**src/rtl/ahb_pkg.sv**
```systemverilog
// Shared AHB-Lite encodings and address helpers for the burst generator and
// future subordinate models.
package ahb_pkg;

  typedef enum logic [1:0] {
    AHB_IDLE   = 2'b00,
    AHB_BUSY   = 2'b01,
    AHB_NONSEQ = 2'b10,
    AHB_SEQ    = 2'b11
  } ahb_trans_t;

  typedef enum logic [2:0] {
    AHB_SIZE_8    = 3'd0,
    AHB_SIZE_16   = 3'd1,
    AHB_SIZE_32   = 3'd2,
    AHB_SIZE_64   = 3'd3,
    AHB_SIZE_128  = 3'd4,
    AHB_SIZE_256  = 3'd5,
    AHB_SIZE_512  = 3'd6,
    AHB_SIZE_1024 = 3'd7
  } ahb_size_t;

  typedef enum logic [2:0] {
    AHB_SINGLE = 3'd0,
    AHB_INCR   = 3'd1,
    AHB_WRAP4  = 3'd2,
    AHB_INCR4  = 3'd3,
    AHB_WRAP8  = 3'd4,
    AHB_INCR8  = 3'd5,
    AHB_WRAP16 = 3'd6,
    AHB_INCR16 = 3'd7
  } ahb_burst_t;

  typedef enum logic {
    AHB_OKAY  = 1'b0,
    AHB_ERROR = 1'b1
  } ahb_resp_t;

  localparam int unsigned AHB_1KB_BOUNDARY = 1024;

  // Helpers work on the widest address any instance may use; callers slice.
  localparam int unsigned AHB_ADDR_MAX = 64;
  typedef logic [AHB_ADDR_MAX-1:0] ahb_addr_t;

  function automatic logic ahb_is_wrap(ahb_burst_t burst);
    return burst inside {AHB_WRAP4, AHB_WRAP8, AHB_WRAP16};
  endfunction

  function automatic int unsigned ahb_burst_beats(ahb_burst_t burst, int unsigned len);
    case (burst)
      AHB_INCR:              return len + 1;
      AHB_WRAP4, AHB_INCR4:  return 4;
      AHB_WRAP8, AHB_INCR8:  return 8;
      AHB_WRAP16, AHB_INCR16: return 16;
      default:               return 1;
    endcase
  endfunction

  function automatic ahb_addr_t ahb_next_addr(ahb_addr_t addr, ahb_size_t size, ahb_burst_t burst);
    ahb_addr_t inc;
    ahb_addr_t mask;
    inc  = ahb_addr_t'(1) << size;
    mask = '0;
    case (burst)
      AHB_WRAP4:  mask = (inc << 2) - ahb_addr_t'(1);
      AHB_WRAP8:  mask = (inc << 3) - ahb_addr_t'(1);
      AHB_WRAP16: mask = (inc << 4) - ahb_addr_t'(1);
      default:    mask = '0;
    endcase
    if (ahb_is_wrap(burst))
      return (addr & ~mask) | ((addr + inc) & mask);
    return addr + inc;
  endfunction

endpackage

```
**src/rtl/ahb_addr_inc.sv**
```systemverilog
// Combinational next-beat address: increment or wrap, plus a flag when an
// incrementing burst steps into a new 1 KB page.
module ahb_addr_inc
  import ahb_pkg::*;
#(
  parameter int ADDR_WIDTH = 32
) (
  input  logic [ADDR_WIDTH-1:0] addr,
  input  ahb_size_t             size,
  input  ahb_burst_t            burst,
  output logic [ADDR_WIDTH-1:0] next_addr,
  output logic                  cross_1kb
);

  localparam int KB_BIT = $clog2(AHB_1KB_BOUNDARY);
  // Truncation to ADDR_WIDTH gives modulo-2^ADDR_WIDTH behaviour for INCR.
  localparam ahb_addr_t AW_MASK = (ahb_addr_t'(1) << ADDR_WIDTH) - ahb_addr_t'(1);

  ahb_addr_t addr_ext;
  ahb_addr_t next_ext;
  ahb_addr_t next_trunc;

  always_comb begin
    addr_ext                   = '0;
    addr_ext[ADDR_WIDTH-1:0]   = addr;
    next_ext                   = ahb_next_addr(addr_ext, size, burst);
    next_trunc                 = next_ext & AW_MASK;
    next_addr                  = next_trunc[ADDR_WIDTH-1:0];
    cross_1kb                  = !ahb_is_wrap(burst) && (burst != AHB_SINGLE) &&
                                 ((addr_ext >> KB_BIT) != (next_trunc >> KB_BIT));
  end

endmodule

```
**src/rtl/ahb_burst_gen.sv**
```systemverilog
// AHB-Lite manager address-phase engine: one command in, one full burst out.
// Define AHB_BURST_GEN_1KB_SPLIT_EN to reissue INCR beats as NONSEQ at 1 KB pages.
module ahb_burst_gen
  import ahb_pkg::*;
#(
  parameter int ADDR_WIDTH = 32,
  parameter int DATA_WIDTH = 32,
  parameter int LEN_WIDTH  = 8
) (
  input  logic                  clk_i,
  input  logic                  rst_i,
  input  logic                  cmd_valid_i,
  output logic                  cmd_ready_o,
  input  logic [ADDR_WIDTH-1:0] cmd_addr_i,
  input  logic [2:0]            cmd_burst_i,
  input  logic [2:0]            cmd_size_i,
  input  logic [LEN_WIDTH-1:0]  cmd_len_i,
  input  logic                  cmd_write_i,
  output logic [ADDR_WIDTH-1:0] haddr_o,
  output logic [1:0]            htrans_o,
  output logic [2:0]            hburst_o,
  output logic [2:0]            hsize_o,
  output logic                  hwrite_o,
  input  logic                  hready_i,
  input  logic                  hresp_i,
  output logic                  beat_done_o,
  output logic                  beat_last_o,
  output logic                  err_o
);

  localparam int MAX_SIZE = $clog2(DATA_WIDTH / 8);
  localparam int BEAT_W   = (LEN_WIDTH + 1 > 5) ? LEN_WIDTH + 1 : 5;

`ifdef AHB_BURST_GEN_1KB_SPLIT_EN
  localparam bit SPLIT_EN = 1'b1;
`else
  localparam bit SPLIT_EN = 1'b0;
`endif

  typedef enum logic [1:0] {
    ST_IDLE = 2'd0,
    ST_ADDR = 2'd1,
    ST_ERR  = 2'd2
  } state_t;

  state_t            state;
  ahb_trans_t        htrans_q;
  ahb_burst_t        hburst_q;
  ahb_size_t         hsize_q;
  logic [BEAT_W-1:0] beats_left;
  logic              dp_valid;
  logic              dp_last;

  logic [ADDR_WIDTH-1:0] next_addr;
  logic                  cross_1kb;
  logic                  addr_acc;
  logic                  last_acc;
  logic                  err_hit;
  logic                  cmd_fire;
  logic                  size_ok;
  logic                  dp_ok;

  ahb_addr_inc #(.ADDR_WIDTH(ADDR_WIDTH)) u_addr_inc (
    .addr      (haddr_o),
    .size      (hsize_q),
    .burst     (hburst_q),
    .next_addr (next_addr),
    .cross_1kb (cross_1kb)
  );

  always_comb begin
    addr_acc    = (htrans_q != AHB_IDLE) && hready_i;
    last_acc    = addr_acc && (beats_left == BEAT_W'(1));
    // First ERROR cycle: HREADY low with HRESP already ERROR.
    err_hit     = dp_valid && (hresp_i == AHB_ERROR) && !hready_i;
    cmd_ready_o = !err_hit && ((state == ST_IDLE) || ((state == ST_ADDR) && last_acc));
    cmd_fire    = cmd_valid_i && cmd_ready_o;
    size_ok     = int'(cmd_size_i) <= MAX_SIZE;
    dp_ok       = dp_valid && hready_i && (hresp_i == AHB_OKAY);
  end

  always_ff @(posedge clk_i) begin
    if (rst_i) begin
      state       <= ST_IDLE;
      haddr_o     <= '0;
      htrans_q    <= AHB_IDLE;
      hburst_q    <= AHB_SINGLE;
      hsize_q     <= AHB_SIZE_8;
      hwrite_o    <= 1'b0;
      beats_left  <= '0;
      dp_valid    <= 1'b0;
      dp_last     <= 1'b0;
      beat_done_o <= 1'b0;
      beat_last_o <= 1'b0;
      err_o       <= 1'b0;
    end else begin
      beat_done_o <= dp_ok;
      beat_last_o <= dp_ok && dp_last;
      err_o       <= 1'b0;
      if (hready_i) begin
        dp_valid <= addr_acc;
        dp_last  <= last_acc;
      end

      if (err_hit) begin
        // Drop the rest of the burst; the errored beat never reports done.
        state      <= ST_ERR;
        htrans_q   <= AHB_IDLE;
        beats_left <= '0;
        dp_valid   <= 1'b0;
        err_o      <= 1'b1;
      end else begin
        case (state)
          ST_IDLE, ST_ADDR: begin
            if (cmd_fire) begin
              if (size_ok) begin
                state      <= ST_ADDR;
                haddr_o    <= cmd_addr_i;
                htrans_q   <= AHB_NONSEQ;
                hburst_q   <= ahb_burst_t'(cmd_burst_i);
                hsize_q    <= ahb_size_t'(cmd_size_i);
                hwrite_o   <= cmd_write_i;
                beats_left <= BEAT_W'(ahb_burst_beats(ahb_burst_t'(cmd_burst_i), 32'(cmd_len_i)));
              end else begin
                state      <= ST_IDLE;
                htrans_q   <= AHB_IDLE;
                beats_left <= '0;
                err_o      <= 1'b1;
              end
            end else if (last_acc) begin
              state      <= ST_IDLE;
              htrans_q   <= AHB_IDLE;
              beats_left <= '0;
            end else if (addr_acc) begin
              haddr_o    <= next_addr;
              beats_left <= beats_left - BEAT_W'(1);
              if (SPLIT_EN && cross_1kb) begin
                htrans_q <= AHB_NONSEQ;
                hburst_q <= AHB_INCR;
              end else begin
                htrans_q <= AHB_SEQ;
              end
            end
          end
          ST_ERR: begin
            if (hready_i) state <= ST_IDLE;
          end
          default: state <= ST_IDLE;
        endcase
      end
    end
  end

  assign htrans_o = htrans_q;
  assign hburst_o = hburst_q;
  assign hsize_o  = hsize_q;

endmodule
```
**config.mk**
```make
export PLATFORM = sky130hd
export DESIGN_NAME = ahb_burst_gen
export DESIGN_NICKNAME = d
export VERILOG_FILES = /design/src/rtl/ahb_pkg.sv /design/src/rtl/ahb_addr_inc.sv /design/src/rtl/ahb_burst_gen.sv
export SDC_FILE = /design/constraint.sdc
export NUM_CORES = 1
export LEC_CHECK = 0
export BUFFER_PORTS_ARGS = -buffer_cell sky130_fd_sc_hd__buf_2
export CORE_UTILIZATION = 30
export DETAILED_ROUTE_END_ITERATION = 6
export GPL_TIMING_DRIVEN = 0
export SYNTH_ARGS = -nofsm -noshare
export SYNTH_HDL_FRONTEND = slang
export SYNTH_SLANG_ARGS = --single-unit
export TNS_END_PERCENT = 5
```
**constraint.sdc**
```tcl
create_clock -name clk_i -period 9.4 [get_ports clk_i]
set_input_delay 2.82 -clock clk_i [delete_from_list [all_inputs] [get_ports clk_i]]
set_output_delay 2.82 -clock clk_i [all_outputs]
set_load 0.01 [all_outputs]
```
Yosys cells after proc, flatten, opt, wreduce, memory -nomap -nowiden
Cells that the tools add are included.
{"block": "totals", "register_bits": 57, "inputBits": 52, "out_inout_bits": 45, "wordCells": 101}
{"block": "classes", "addsub": 6, "magnitude_cmp": 1, "eq_ne": 19, "n_shift": 1, "n_mux": 27, "n_bitwise": 6, "n_reduce_logical": 28}
{"op": "$mux 32", "n": 6}
{"op": "$pmux 32 s3", "n": 1}
{"op": "$sub 32x1->32 const B", "n": 3}
{"op": "$and 32x32->32", "n": 2}
{"op": "$mux 9", "n": 4}
{"op": "$pmux 9 s4", "n": 1}
{"op": "$add 32x32->32", "n": 1}
{"op": "$not 32->32", "n": 1}
{"op": "$or 32x32->32", "n": 1}
{"op": "$shl 1x3->32 const A", "n": 1}
{"op": "$eq 3x3->1 const B", "n": 6}
{"op": "$mux 2", "n": 8}
{"op": "$logic_and 1x1->1", "n": 10}
{"op": "$reduce_or 2->1", "n": 5}
{"op": "$add 8x1->9 const B", "n": 1}
{"op": "$eq 3x2->1 const B", "n": 3}
{"op": "$eq 9x1->1 const B", "n": 1}
{"op": "$sub 9x1->9 const B", "n": 1}
{"op": "$mux 1", "n": 6}
{"op": "$ne 3x3->1 const B", "n": 2}
{"op": "$reduce_and 2->1", "n": 3}
{"op": "$reduce_bool 3->1", "n": 2}
{"op": "$reduce_and 5->1", "n": 1}
{"op": "$ne 2x1->1 const B", "n": 2}
{"op": "other kinds (13)", "n": 16}

Longest topological paths before layout
{"block": "depth", "depth_word": 11, "ltp_mapped": 11, "depth_no_buf": 9}

Hierarchy
From an unflattened synthesis, not the netlist that was laid out.
{"block": "unflattened", "hier_cells": 572, "area_unflattened_um2": 4429.2}
{"module": "ahb_burst_gen", "instances": 1, "cells_each": 355, "area_each_um2": 3014.1, "seq_area_each_um2": 1141.1}
{"module": "ahb_addr_inc", "instances": 1, "cells_each": 217, "area_each_um2": 1415.1, "seq_area_each_um2": 0.0}

Worst setup path after synthesis
Ideal clock, no wire load.
{"block": "synth_path", "path_type": "in2out", "from": "input port hready_i", "to": "output port cmd_ready_o", "arrival_ps": 3369, "t_required_ps": 6580, "slack_ps": 3211, "cell_stages": 3, "n_path_buf": 0, "path_cell_list": "nand3b_1 > nand2_1 > nor2_1"}
{"block": "synth_between", "elab_chain_cells": 5, "elab_cells_between_ends": 8, "classes_between": "reduce/logical: 8"}
{"element": "from (decl)", "line": "ahb_burst_gen.sv:24", "source": "input logic hready_i,"}
{"element": "$logic_and 1x1->1", "line": "ahb_burst_gen.sv:72", "source": "addr_acc = (htrans_q != AHB_IDLE) && hready_i;"}
{"element": "$logic_and 1x1->1", "line": "ahb_burst_gen.sv:73", "source": "last_acc = addr_acc && (beats_left == BEAT_W'(1));"}
{"element": "$logic_and 1x1->1", "line": "ahb_burst_gen.sv:76", "source": "cmd_ready_o = !err_hit && ((state == ST_IDLE) || ((state == ST_ADDR) && last_acc));"}
{"element": "$logic_or 1x1->1", "line": "ahb_burst_gen.sv:76"}
{"element": "$logic_and 1x1->1 *", "line": "ahb_burst_gen.sv:76"}
{"element": "to (decl)", "line": "ahb_burst_gen.sv:13", "source": "output logic cmd_ready_o,"}
Mark *: on every way between the ends. The rest lies on a longest branch, timed or not.

Worst setup path in the final report
Ends and elaborated chain as after synthesis.

==> results.toml <==
[outcome]
status = "complete, but fails checks"
failed_checks = "DRC"

[placement]
dpl_cell_area_sq_mm = 0.00525
port_buffers = 96
pre_cts_slack_ps = 2600
place.detailed.hpwl_um = 13000
gp_congestion = 0.920

[setup_path]
setup.worst_path.class = "in -> out"
timing.critical_path.to_type = "primary output"
crit_family = "simple AND/OR/NAND/NOR gates"
cp.depth = 5
arrival_ps = 4010
critical_path.cell_chain = "buf_2, nand3b_1, nand2_1, nor2_1, buf_2"
required_ps = 6580
path_max_fanout = 10
crit_slowest_cell = "nand2_1"
r2r_cells = 11
path_buf_inv = 2
critPathMostFrequentCell = "buf_2"
max_stage_delay_ps = 340
start_kind = "primary input"

[route]
highest_layer = "met4"
vias_per_cell = 5.89
wl_met1_um = 7680
vias = 5223
antenna_left = 0
drt-initial-drc-count = 609
wl_um = 17700
drc = 10
wl_met3_um = 1710
wl_per_cell_um = 19.9
dr.pass1.iters = 7
met2WireLength_um = 7880

[timing]
worstMarginPinSlew_ps = 796
rsz0062_at_grt = "no"
setup_slack_ps = 2570
period_minus_slack_ps = 6830
period_share_pct = 72.6
max_freq_ghz = 0.146
drv_slew = 0
finalHoldViolCount = 0
relSlewSlack_pct = 46.9
setup_viol = 0
setup_tns_ps = 0
finClkSkew_ps = 6.89

[final_layout]
stdcell_area_sq_mm = 0.00555
synthToLayoutAreaGrowth_pct = 22.1
insertedDiodeCount = 0
regArea_sq_mm = 0.00114
n_fill_cell = 1585
finalNetCount = 759
multiInputGateArea_sq_mm = 0.00313
drive_gt1_share_pct = 23.3

[logic_synthesis]
syn_area_sq_mm = 0.00454
avgSynthCellArea_sq_um = 7.69
synth_area_leaders = "dfxtp_1 (25%), a21oi_1 (5.6%), nand2_1 (5.5%), nor2_1 (4.2%), o21ai_0 (2.9%)"
synth_top_area_share_pct = 25.1
synth_edf_count = 0
ys_async_sr_fraction_pct = 0
syn_nets = 652
yosysSeqAreaShare_pct = 25.1
ys_ff_latch = 57
ys_warn_count = 0
netlist_instances = 591
synth_cell_type_count = 95
synthFlopType = "dfxtp_1"
yosysTopAreaCell = "dfxtp_1"

[global_route]
grt_max_degree = 12
grt-ovfl-total = 0
antenna_found_initial = 0
grt_pass1_wl_um = 27000
grt_pass1_vias = 4811
groute.usage.overall_pct = 22.5

[power_and_ir_drop]
p_leak_nw = 2.12
cellPowerDensity_mw_per_mm2 = 157
switchingPower_uw = 316
intPower_uw = 554
vdd_drop_max_v = 0.0000797
p_clk_share_pct = 37.5
switching_share_pct = 36.3
p_comb_share_pct = 28.3
finalPower_uw = 870
power_frac_seq_pct = 34.2

[die]
die_area_sq_mm = 0.0156
die_w_um = 125
num_rows = 44
die_h_um = 125
initial_core_util_pct = 31.0
core_area_sq_mm = 0.0146
pin_count = 97

[worst_hold_path]
whs_path_depth = 2
worstHoldPathType = "reg -> reg"

[run]
cap_violations = 0

[clock_network]
cts_sinks = 57
post-cts-setup-buffers = 0
clock_latency_ps = 350
cts_max_level = 3
cts_root_buf = "clkbuf_16"
ctsHoldBuffers = 0
clockBufferDepth = 2
cts_made_buffers = 9
tritoncts = "built"
clk_pin_slew_ps = 60
cts_resized = 0
area by class of cell:
class | count | area share (%)
Buffer | 34 | 3.77
Clock buffer | 11 | 4.56
Clock inverter | 5 | 0.722
Inverter | 18 | 1.22
Multi-Input combinational cell | 482 | 56.4
Sequential cell | 57 | 20.6
Tap cell | 184 | 4.15
Timing Repair Buffer | 96 | 8.66
cell families after synthesis:
family / count (synthesis) / synth area share [%]
multiplexers: 13 / 3.00
buffers and inverters: 52 / 6.09
XOR/XNOR: 12 / 2.48
adder cells (fa/ha/maj): 9 / 2.64
flip-flops: 57 / 25.1
AND/OR/NAND/NOR: 246 / 28.7
AO/OA/AOI/OAI: 202 / 32.0
tightest hold or removal path, cell delays in order (launching register included):
cell and delay [ps]:
dfxtp_1 310, nand2_1 50, a21oi_1 50
stage by stage:
step / utilization, % / instances / hold slack (ps)
after global placement: 35.9 / 871 / 443
after CTS: 37.9 / 887 / 456
after floorplan: - / 591 / 431
after global routing: 37.9 / 887 / 485
after detailed placement: 35.9 / 871 / 448
final: 37.9 / 887 / 454
power groups by stage:
stage	Combinational [mW]	Sequential (mW)	Clock [mW]
6_report	0.246	0.298	0.326
5_1_grt	0.267	0.301	0.341
4_1_cts	0.243	0.297	0.330
3_5_place_dp	0.242	0.302	0
3_3_place_gp	0.241	0.301	0
2_1_floorplan	0.152	0.301	0
final timing paths:
kind	to	slack, ps	startpoint
worst min-delay path	hwrite_o	450	hwrite_o
worst min register to register	hwrite_o	450	hwrite_o
worst max register to register	register	5730	hsize_o[1]
worst max-delay path	cmd_ready_o	2570	hready_i
synth_stat cells (4+ instances only):
library cell  count
a211oi_1          6
a21o_1            6
a21oi_1          51
a221oi_1          5
a22oi_1          14
a311oi_1          4
a31oi_1           8
a32o_1            4
and2_1            8
and3_1            9
buf_2             5
buf_4             6
clkbuf_1         16
dfxtp_1          57
ha_1              8
inv_1            18
mux2_2            5
mux2i_1           8
nand2_1          66
nand2b_1          8
nand3_1          22
nand3b_1          6
nand4_1           9
nor2_1           51
nor2b_1           5
nor3_1           14
nor4_1           11
o211ai_1         10
o21ai_0          26
o22ai_1          11
o32ai_1           4
or3_1             9
xnor2_1           8
cells in the final DEF, fill, tap and decap left out, types with 6 or more instances in the layout:
cell and count:
dfxtp_1 57, o22ai_1 11, or3_1 9, buf_2 101, mux2i_1 8, clkbuf_1 16, a211oi_1 6, and2_1 8
nand2b_1 8, nor2_1 51, nand4_1 9, nor4_1 11, nand2_1 66, a21o_1 6, a21oi_1 51, a22oi_1 14
inv_1 18, o21ai_0 26, buf_4 6, nor3_1 14, nand3b_1 6, o211ai_1 10, xnor2_1 8, ha_1 8
clkbuf_16 10, a31oi_1 8, nand3_1 22, and3_1 9
per-layer routing:
metal	GRT usage [%]	vias to the layer above
li1	-	2477
met1	30.0	2455
met2	34.7	266
met3	6.29	25
met4	7.82	0
met5	0	-
Note: power is estimated with default switching activity, not from simulation.
